[src/rtl/mc_pkg.sv]
// Shared constants, FSM encoding and the fixed-point step arithmetic for the
// binomial path generator.
package mc_pkg;

    localparam int W    = 12;
    localparam int FRAC = 8;

    localparam logic [W-1:0] ONE       = 12'h100;
    localparam logic [15:0]  LFSR_SEED = 16'hACE1;

    localparam int TAP_A = 15;
    localparam int TAP_B = 13;
    localparam int TAP_C = 12;
    localparam int TAP_D = 10;

    typedef enum logic [1:0] {
        ST_IDLE,
        ST_EMIT,
        ST_GAP,
        ST_DONE
    } state_t;

    // S * factor in Q4.8, saturating at all-ones and never collapsing to zero,
    // so a path can always recover from its floor.
    function automatic logic [W-1:0] mc_step(input logic [W-1:0] s, input logic [W-1:0] f);
        logic [2*W-1:0] prod;
        logic [2*W-1:0] sh;
        logic [W-1:0]   nxt;
        prod = {{W{1'b0}}, s} * {{W{1'b0}}, f};
        sh   = prod >> FRAC;
        nxt  = sh[W-1:0];
        if (sh[2*W-1:W] != '0) begin
            nxt = '1;
        end
        if (nxt == '0) begin
            nxt = {{(W-1){1'b0}}, 1'b1};
        end
        return nxt;
    endfunction

endpackage

[src/rtl/mc_lfsr16.sv]
// 16-bit Fibonacci LFSR with a load port used for both seeding and
// restoring a path snapshot; load takes priority over stepping.
module mc_lfsr16
    import mc_pkg::*;
(
    input  logic        clk,
    input  logic        reset,
    input  logic        step_en,
    input  logic        load,
    input  logic [15:0] load_val,
    output logic [15:0] lfsr,
    output logic        fb
);

    logic [15:0] lfsr_q;
    logic [15:0] lfsr_d;

    assign fb   = lfsr_q[TAP_A] ^ lfsr_q[TAP_B] ^ lfsr_q[TAP_C] ^ lfsr_q[TAP_D];
    assign lfsr = lfsr_q;

    always_comb begin
        lfsr_d = lfsr_q;
        if (load) begin
            lfsr_d = load_val;
        end else if (step_en) begin
            lfsr_d = {lfsr_q[14:0], fb};
        end
    end

    always_ff @(posedge clk or posedge reset) begin
        if (reset) begin
            lfsr_q <= LFSR_SEED;
        end else begin
            lfsr_q <= lfsr_d;
        end
    end

endmodule

[src/rtl/mc_path_gen.sv]
// Binomial-tree price-path producer: PATHS paths of STEPS+1 samples, one per
// cycle, with bit-exact replay of the current path on resend.
module mc_path_gen #(
    parameter int             W     = 12,
    parameter int             FRAC  = 8,
    parameter int             STEPS = 64,
    parameter int             PATHS = 256,
    parameter logic [W-1:0]   S0    = W'(1) << FRAC,
    parameter logic [W-1:0]   UP    = 12'h10A,
    parameter logic [W-1:0]   DN    = 12'h0F7,
    localparam int            IW    = (PATHS > 1) ? $clog2(PATHS) : 1
) (
    input  logic          clk,
    input  logic          reset,
    input  logic          start,
    input  logic          resend,
    input  logic [15:0]   seed,
    output logic          path_valid,
    output logic [W-1:0]  path,
    output logic          path_last,
    output logic [IW-1:0] path_idx,
    output logic          busy,
    output logic          done
);
    import mc_pkg::*;

    localparam int            CW     = $clog2(STEPS + 1);
    localparam logic [CW-1:0] LAST_K = CW'(STEPS);
    localparam logic [IW-1:0] LAST_P = IW'(PATHS - 1);

    state_t        state_q, state_d;
    logic          path_valid_q, path_valid_d;
    logic [W-1:0]  path_q, path_d;
    logic          path_last_q, path_last_d;
    logic [IW-1:0] path_idx_q, path_idx_d;
    logic          busy_q, busy_d;
    logic          done_q, done_d;
    logic [15:0]   snap_q, snap_d;
    logic [CW-1:0] step_q, step_d;

    logic          lfsr_step;
    logic          lfsr_load;
    logic [15:0]   lfsr_load_val;
    logic [15:0]   lfsr_cur;
    logic          fb;
    logic [15:0]   seed_eff;

    assign seed_eff = (seed == 16'h0000) ? LFSR_SEED : seed;

    mc_lfsr16 u_lfsr (
        .clk      (clk),
        .reset    (reset),
        .step_en  (lfsr_step),
        .load     (lfsr_load),
        .load_val (lfsr_load_val),
        .lfsr     (lfsr_cur),
        .fb       (fb)
    );

    always_comb begin
        state_d       = state_q;
        path_valid_d  = path_valid_q;
        path_d        = path_q;
        path_last_d   = path_last_q;
        path_idx_d    = path_idx_q;
        busy_d        = busy_q;
        done_d        = 1'b0;
        snap_d        = snap_q;
        step_d        = step_q;
        lfsr_step     = 1'b0;
        lfsr_load     = 1'b0;
        lfsr_load_val = snap_q;

        case (state_q)
            ST_IDLE: begin
                if (start) begin
                    lfsr_load     = 1'b1;
                    lfsr_load_val = seed_eff;
                    snap_d        = seed_eff;
                    state_d       = ST_EMIT;
                    path_valid_d  = 1'b1;
                    path_d        = S0;
                    path_last_d   = 1'b0;
                    step_d        = '0;
                    busy_d        = 1'b1;
                end
            end
            ST_EMIT: begin
                if (resend) begin
                    lfsr_load    = 1'b1;
                    path_valid_d = 1'b1;
                    path_d       = S0;
                    path_last_d  = 1'b0;
                    step_d       = '0;
                end else if (step_q == LAST_K) begin
                    state_d      = ST_GAP;
                    path_valid_d = 1'b0;
                    path_last_d  = 1'b0;
                end else begin
                    lfsr_step   = 1'b1;
                    path_d      = mc_step(path_q, fb ? UP : DN);
                    step_d      = step_q + CW'(1);
                    path_last_d = ((step_q + CW'(1)) == LAST_K);
                end
            end
            ST_GAP: begin
                // A resend here replays the path just finished, so the
                // snapshot must not advance.
                if (resend) begin
                    lfsr_load    = 1'b1;
                    state_d      = ST_EMIT;
                    path_valid_d = 1'b1;
                    path_d       = S0;
                    step_d       = '0;
                end else if (path_idx_q == LAST_P) begin
                    state_d = ST_DONE;
                    done_d  = 1'b1;
                    busy_d  = 1'b0;
                end else begin
                    path_idx_d   = path_idx_q + IW'(1);
                    snap_d       = lfsr_cur;
                    state_d      = ST_EMIT;
                    path_valid_d = 1'b1;
                    path_d       = S0;
                    step_d       = '0;
                end
            end
            ST_DONE: begin
                state_d    = ST_IDLE;
                path_idx_d = '0;
            end
            default: begin
                state_d = ST_IDLE;
            end
        endcase
    end

    always_ff @(posedge clk or posedge reset) begin
        if (reset) begin
            state_q      <= ST_IDLE;
            path_valid_q <= 1'b0;
            path_q       <= '0;
            path_last_q  <= 1'b0;
            path_idx_q   <= '0;
            busy_q       <= 1'b0;
            done_q       <= 1'b0;
            snap_q       <= LFSR_SEED;
            step_q       <= '0;
        end else begin
            state_q      <= state_d;
            path_valid_q <= path_valid_d;
            path_q       <= path_d;
            path_last_q  <= path_last_d;
            path_idx_q   <= path_idx_d;
            busy_q       <= busy_d;
            done_q       <= done_d;
            snap_q       <= snap_d;
            step_q       <= step_d;
        end
    end

    assign path_valid = path_valid_q;
    assign path       = path_q;
    assign path_last  = path_last_q;
    assign path_idx   = path_idx_q;
    assign busy       = busy_q;
    assign done       = done_q;

endmodule

[config.mk]
export PLATFORM = sky130hd
export DESIGN_NAME = mc_path_gen
export DESIGN_NICKNAME = d
export VERILOG_FILES = /design/src/rtl/mc_pkg.sv /design/src/rtl/mc_lfsr16.sv /design/src/rtl/mc_path_gen.sv
export SDC_FILE = /design/constraint.sdc
export NUM_CORES = 1
export LEC_CHECK = 0
export ABC_AREA = 0
export CAP_MARGIN = 20
export CORE_AREA = 2 2 120 98
export CTS_BUF_LIST = sky130_fd_sc_hd__clkbuf_8
export DETAILED_ROUTE_END_ITERATION = 16
export DIE_AREA = 0 0 122 100
export PLACE_DENSITY = 0.79
export SETUP_SLACK_MARGIN = 0.2
export SLEW_MARGIN = 10
export SYNTH_ARGS = -nofsm -noshare
export SYNTH_HDL_FRONTEND = slang
export SYNTH_SLANG_ARGS = --single-unit
[constraint.sdc]
create_clock -name clk -period 16.76 [get_ports clk]
set_input_delay 1.676 -clock clk [delete_from_list [all_inputs] [get_ports clk]]
set_output_delay 1.676 -clock clk [all_outputs]
set_load 0.1 [all_outputs]
==> impl_metrics.py <==
metrics = {
    "synthesis": {
        "ys_warn_count": 0,
        "ys_seq_elements": 65,
        "synth_ff_type": "dfrtp_1",
        "syn_area_um2": 6380,
        "synth_xor_area_share_pct": 5.04,
        "synth_edf_count": 0,
        "synth.area.mux_share_pct": 2.37,
        "async_flop_share_pct": 100,
        "synthDistinctLibCells": 54,
        "postSynthAreaPerCell_um2": 8.98,
        "synth_simple_gate_area_share_pct": 14.6,
        "synthAdderAreaFrac_pct": 27.3,
        "synth.net_count": 839,
        "synth_top_family_by_area": "adder cells",
        "synthCells": 710,
        "synth_compound_area_share_pct": 16.9,
        "ys_seq_area_share_pct": 25.8,
    },
    "sta": {
        "timing.fmax_mhz": 154,
        "setup_tns_ns": 0,
        "period_share_pct": 38.8,
        "setup-violations-final": 0,
        "worst_slack_ns": 10.26,
        "tightestPinTransition_ns": 1.11,
        "finalHoldViolCount": 0,
        "skew_ns": 0.0106,
        "rsz0062_at_grt": "false",
        "post-route-min-period_ns": 6.50,
        "slew_viol_final": 0,
        "relSlewSlack_pct": 26.2,
    },
    "detailed_routing": {
        "ant_nets": 0,
        "drc": 0,
        "vias": 5241,
        "routed_wl_um": 15000,
        "drt_iter0_drc": 473,
        "post_drt_via_cell_ratio": 5.92,
        "wire_per_inst_um": 16.9,
        "drtPass1Iterations": 5,
    },
    "clock_network": {
        "post_cts_buffers": 0,
        "cts.path.max_buffers": 2,
        "cts_sinks": 65,
        "numCtsBuffers": 9,
        "cts_resized": 0,
        "htreeDepth": 3,
        "cts_tree": "done",
        "hold_buffers": 0,
        "insertion_delay_ns": 0.36,
        "root_buffer": "clkbuf_8",
        "clkSlewWorstSetupHoldPaths_ns": 0.07,
    },
    "worst_setup_path": {
        "critPathRequiredTime_ns": 17.01,
        "reg2reg_slack_ns": 10.26,
        "worst_r2r_path_depth": 21,
        "r2r_end": "path[0]",
        "path_max_fanout": 18,
        "start_kind": "flip-flop",
        "critPathKind": "flip-flop to flip-flop",
        "worstPathArrival_ns": 6.74,
        "reg2reg_from": "u_lfsr.lfsr[13]",
        "endpoint_kind": "flip-flop",
    },
    "place": {
        "place_ws_ns": 10.34,
        "gp_congestion": 0.914,
        "port_buffers": 43,
        "placed_cell_area_um2": 6880,
        "dp_hpwl_um": 11500,
    },
    "die": {
        "initial_utilization_pct": 57.1,
        "core_um2": 11200,
        "die-area_um2": 12200,
        "io_pins": 44,
        "die-width_um": 122,
        "die_y_um": 100,
        "std_cell_rows": 35,
    },
    "job": {
        "cap_viol_max_count": 0,
    },
    "global_route": {
        "grt_max_degree": 66,
        "track_usage_pct": 26.1,
        "grt_pass1_wl_um": 25200,
        "use_met1_pct": 38.0,
        "antenna_found_initial": 0,
        "use_met2_pct": 40.3,
        "busiest_layer": "met2",
        "grt_util_met3_pct": 6.14,
        "gr-total-overflow": 0,
        "grt_pass1_vias": 5113,
    },
    "final_layout": {
        "post-route-util_pct": 63.0,
        "final_layout_size_suffix_gt1_share_pct": 6.64,
        "finalInstanceArea_um2": 7040,
        "layout_common_cells": "inv_1, nand2_1, ha_1",
        "layout_commonest_cell": "inv_1",
        "finalNetCount": 862,
        "area_growth_pct": 10.4,
        "diodes": 0,
    },
    "status": {
        "status": "completed",
    },
    "min_path": {
        "hold_start": "snap_q[15]",
        "hold_class": "flip-flop to flip-flop",
        "hold_depth": 2,
        "min_to": "snap_q[15]",
    },
}
-- flip-flops by register name, indices dropped and copies added, names as in the netlist --
register / count
step_q: 7
snap_q: 16
done: 1
path: 12
u_lfsr.lfsr: 16
busy: 1
path_last: 1
state_q: 2
path_valid: 1
path_idx: 8
-- critical path, stage by stage (launching register included) --
cell and delay [ns]:
dfstp_2 0.59, xor2_2 0.11, xnor2_2 0.74, nand2_1 0.23, and2_1 0.22, ha_1 0.28
inv_1 0.05, fa_1 0.48, inv_1 0.06, fa_1 0.52, inv_1 0.05, fa_1 0.53
inv_1 0.04, ha_1 0.36, a21oi_1 0.35, o22ai_1 0.17, nor4_2 0.30, o31ai_2 0.10
xnor2_1 0.69, nor3_2 0.11, nor4b_2 0.19, a31o_1 0.22
-- cells in the mapped netlist (6+ instances only) --
master	count	area (um^2)
a21o_1	13	97.6
a21oi_1	30	150
a221oi_1	7	61.3
a22oi_1	14	105
a31oi_1	6	37.5
and2_1	17	106
and3_1	6	37.5
clkbuf_1	25	93.8
dfrtp_1	49	1230
dfstp_2	16	420
fa_1	50	1000
ha_1	59	738
inv_1	98	368
mux2i_1	14	140
nand2_1	59	221
nand2b_1	14	87.6
nand3_1	9	45.0
nand4_1	8	50.1
nor2_1	32	120
nor2b_1	8	50.1
o21ai_0	50	250
o21ai_1	10	50.1
o221ai_1	8	70.1
o22ai_1	16	100
xnor2_1	19	166
xor2_1	14	123
-- metrics by stage --
| stage | hold WS [ns] | instances |
|---|---|---|
| after floorplan | 0.481 | 710 |
| after global placement | 0.494 | 870 |
| after detailed placement | 0.494 | 870 |
| after CTS | 0.505 | 886 |
| after global routing | 0.527 | 886 |
| final | 0.507 | 886 |
-- worst max path at each step --
stage               startpoint      end  slack, ns
6_report       u_lfsr.lfsr[13]  path[0]      10.26
2_1_floorplan  u_lfsr.lfsr[13]  path[0]      11.02
3_5_place_dp   u_lfsr.lfsr[10]  path[0]      10.34
3_3_place_gp   u_lfsr.lfsr[13]  path[0]      10.57
5_1_grt        u_lfsr.lfsr[13]  path[0]       9.84
4_1_cts        u_lfsr.lfsr[10]  path[0]      10.32
-- cell families after synthesis --
logic type	Yosys count
AO/OA/AOI/OAI	170
XOR/XNOR	35
adder cells (fa/ha/maj)	109
buffers and inverters	132
flip-flops	65
multiplexers	15
other	2
AND/OR/NAND/NOR	182
-- routing by layer --
| layer | routed length [um] | up-vias |
|---|---|---|
| met2 | 6870 | 194 |
| met1 | 7060 | 2572 |
| met5 | 0 | - |
| met3 | 879 | 20 |
| met4 | 187 | 0 |
| li1 | - | 2455 |
-- final cells by class --
cell class / instances / area (um^2)
Timing Repair Buffer: 45 / 445
Sequential cell: 65 / 1650
Clock inverter: 7 / 31.3
Tap cell: 148 / 185
Fill cell: 945 / 4130
Multi-Input combinational cell: 513 / 4240
Inverter: 99 / 372
Clock buffer: 9 / 124
Power is left out: the tool's default activity adds up to more than one toggle a clock period on the data nets, which glitch-free logic cannot reach.
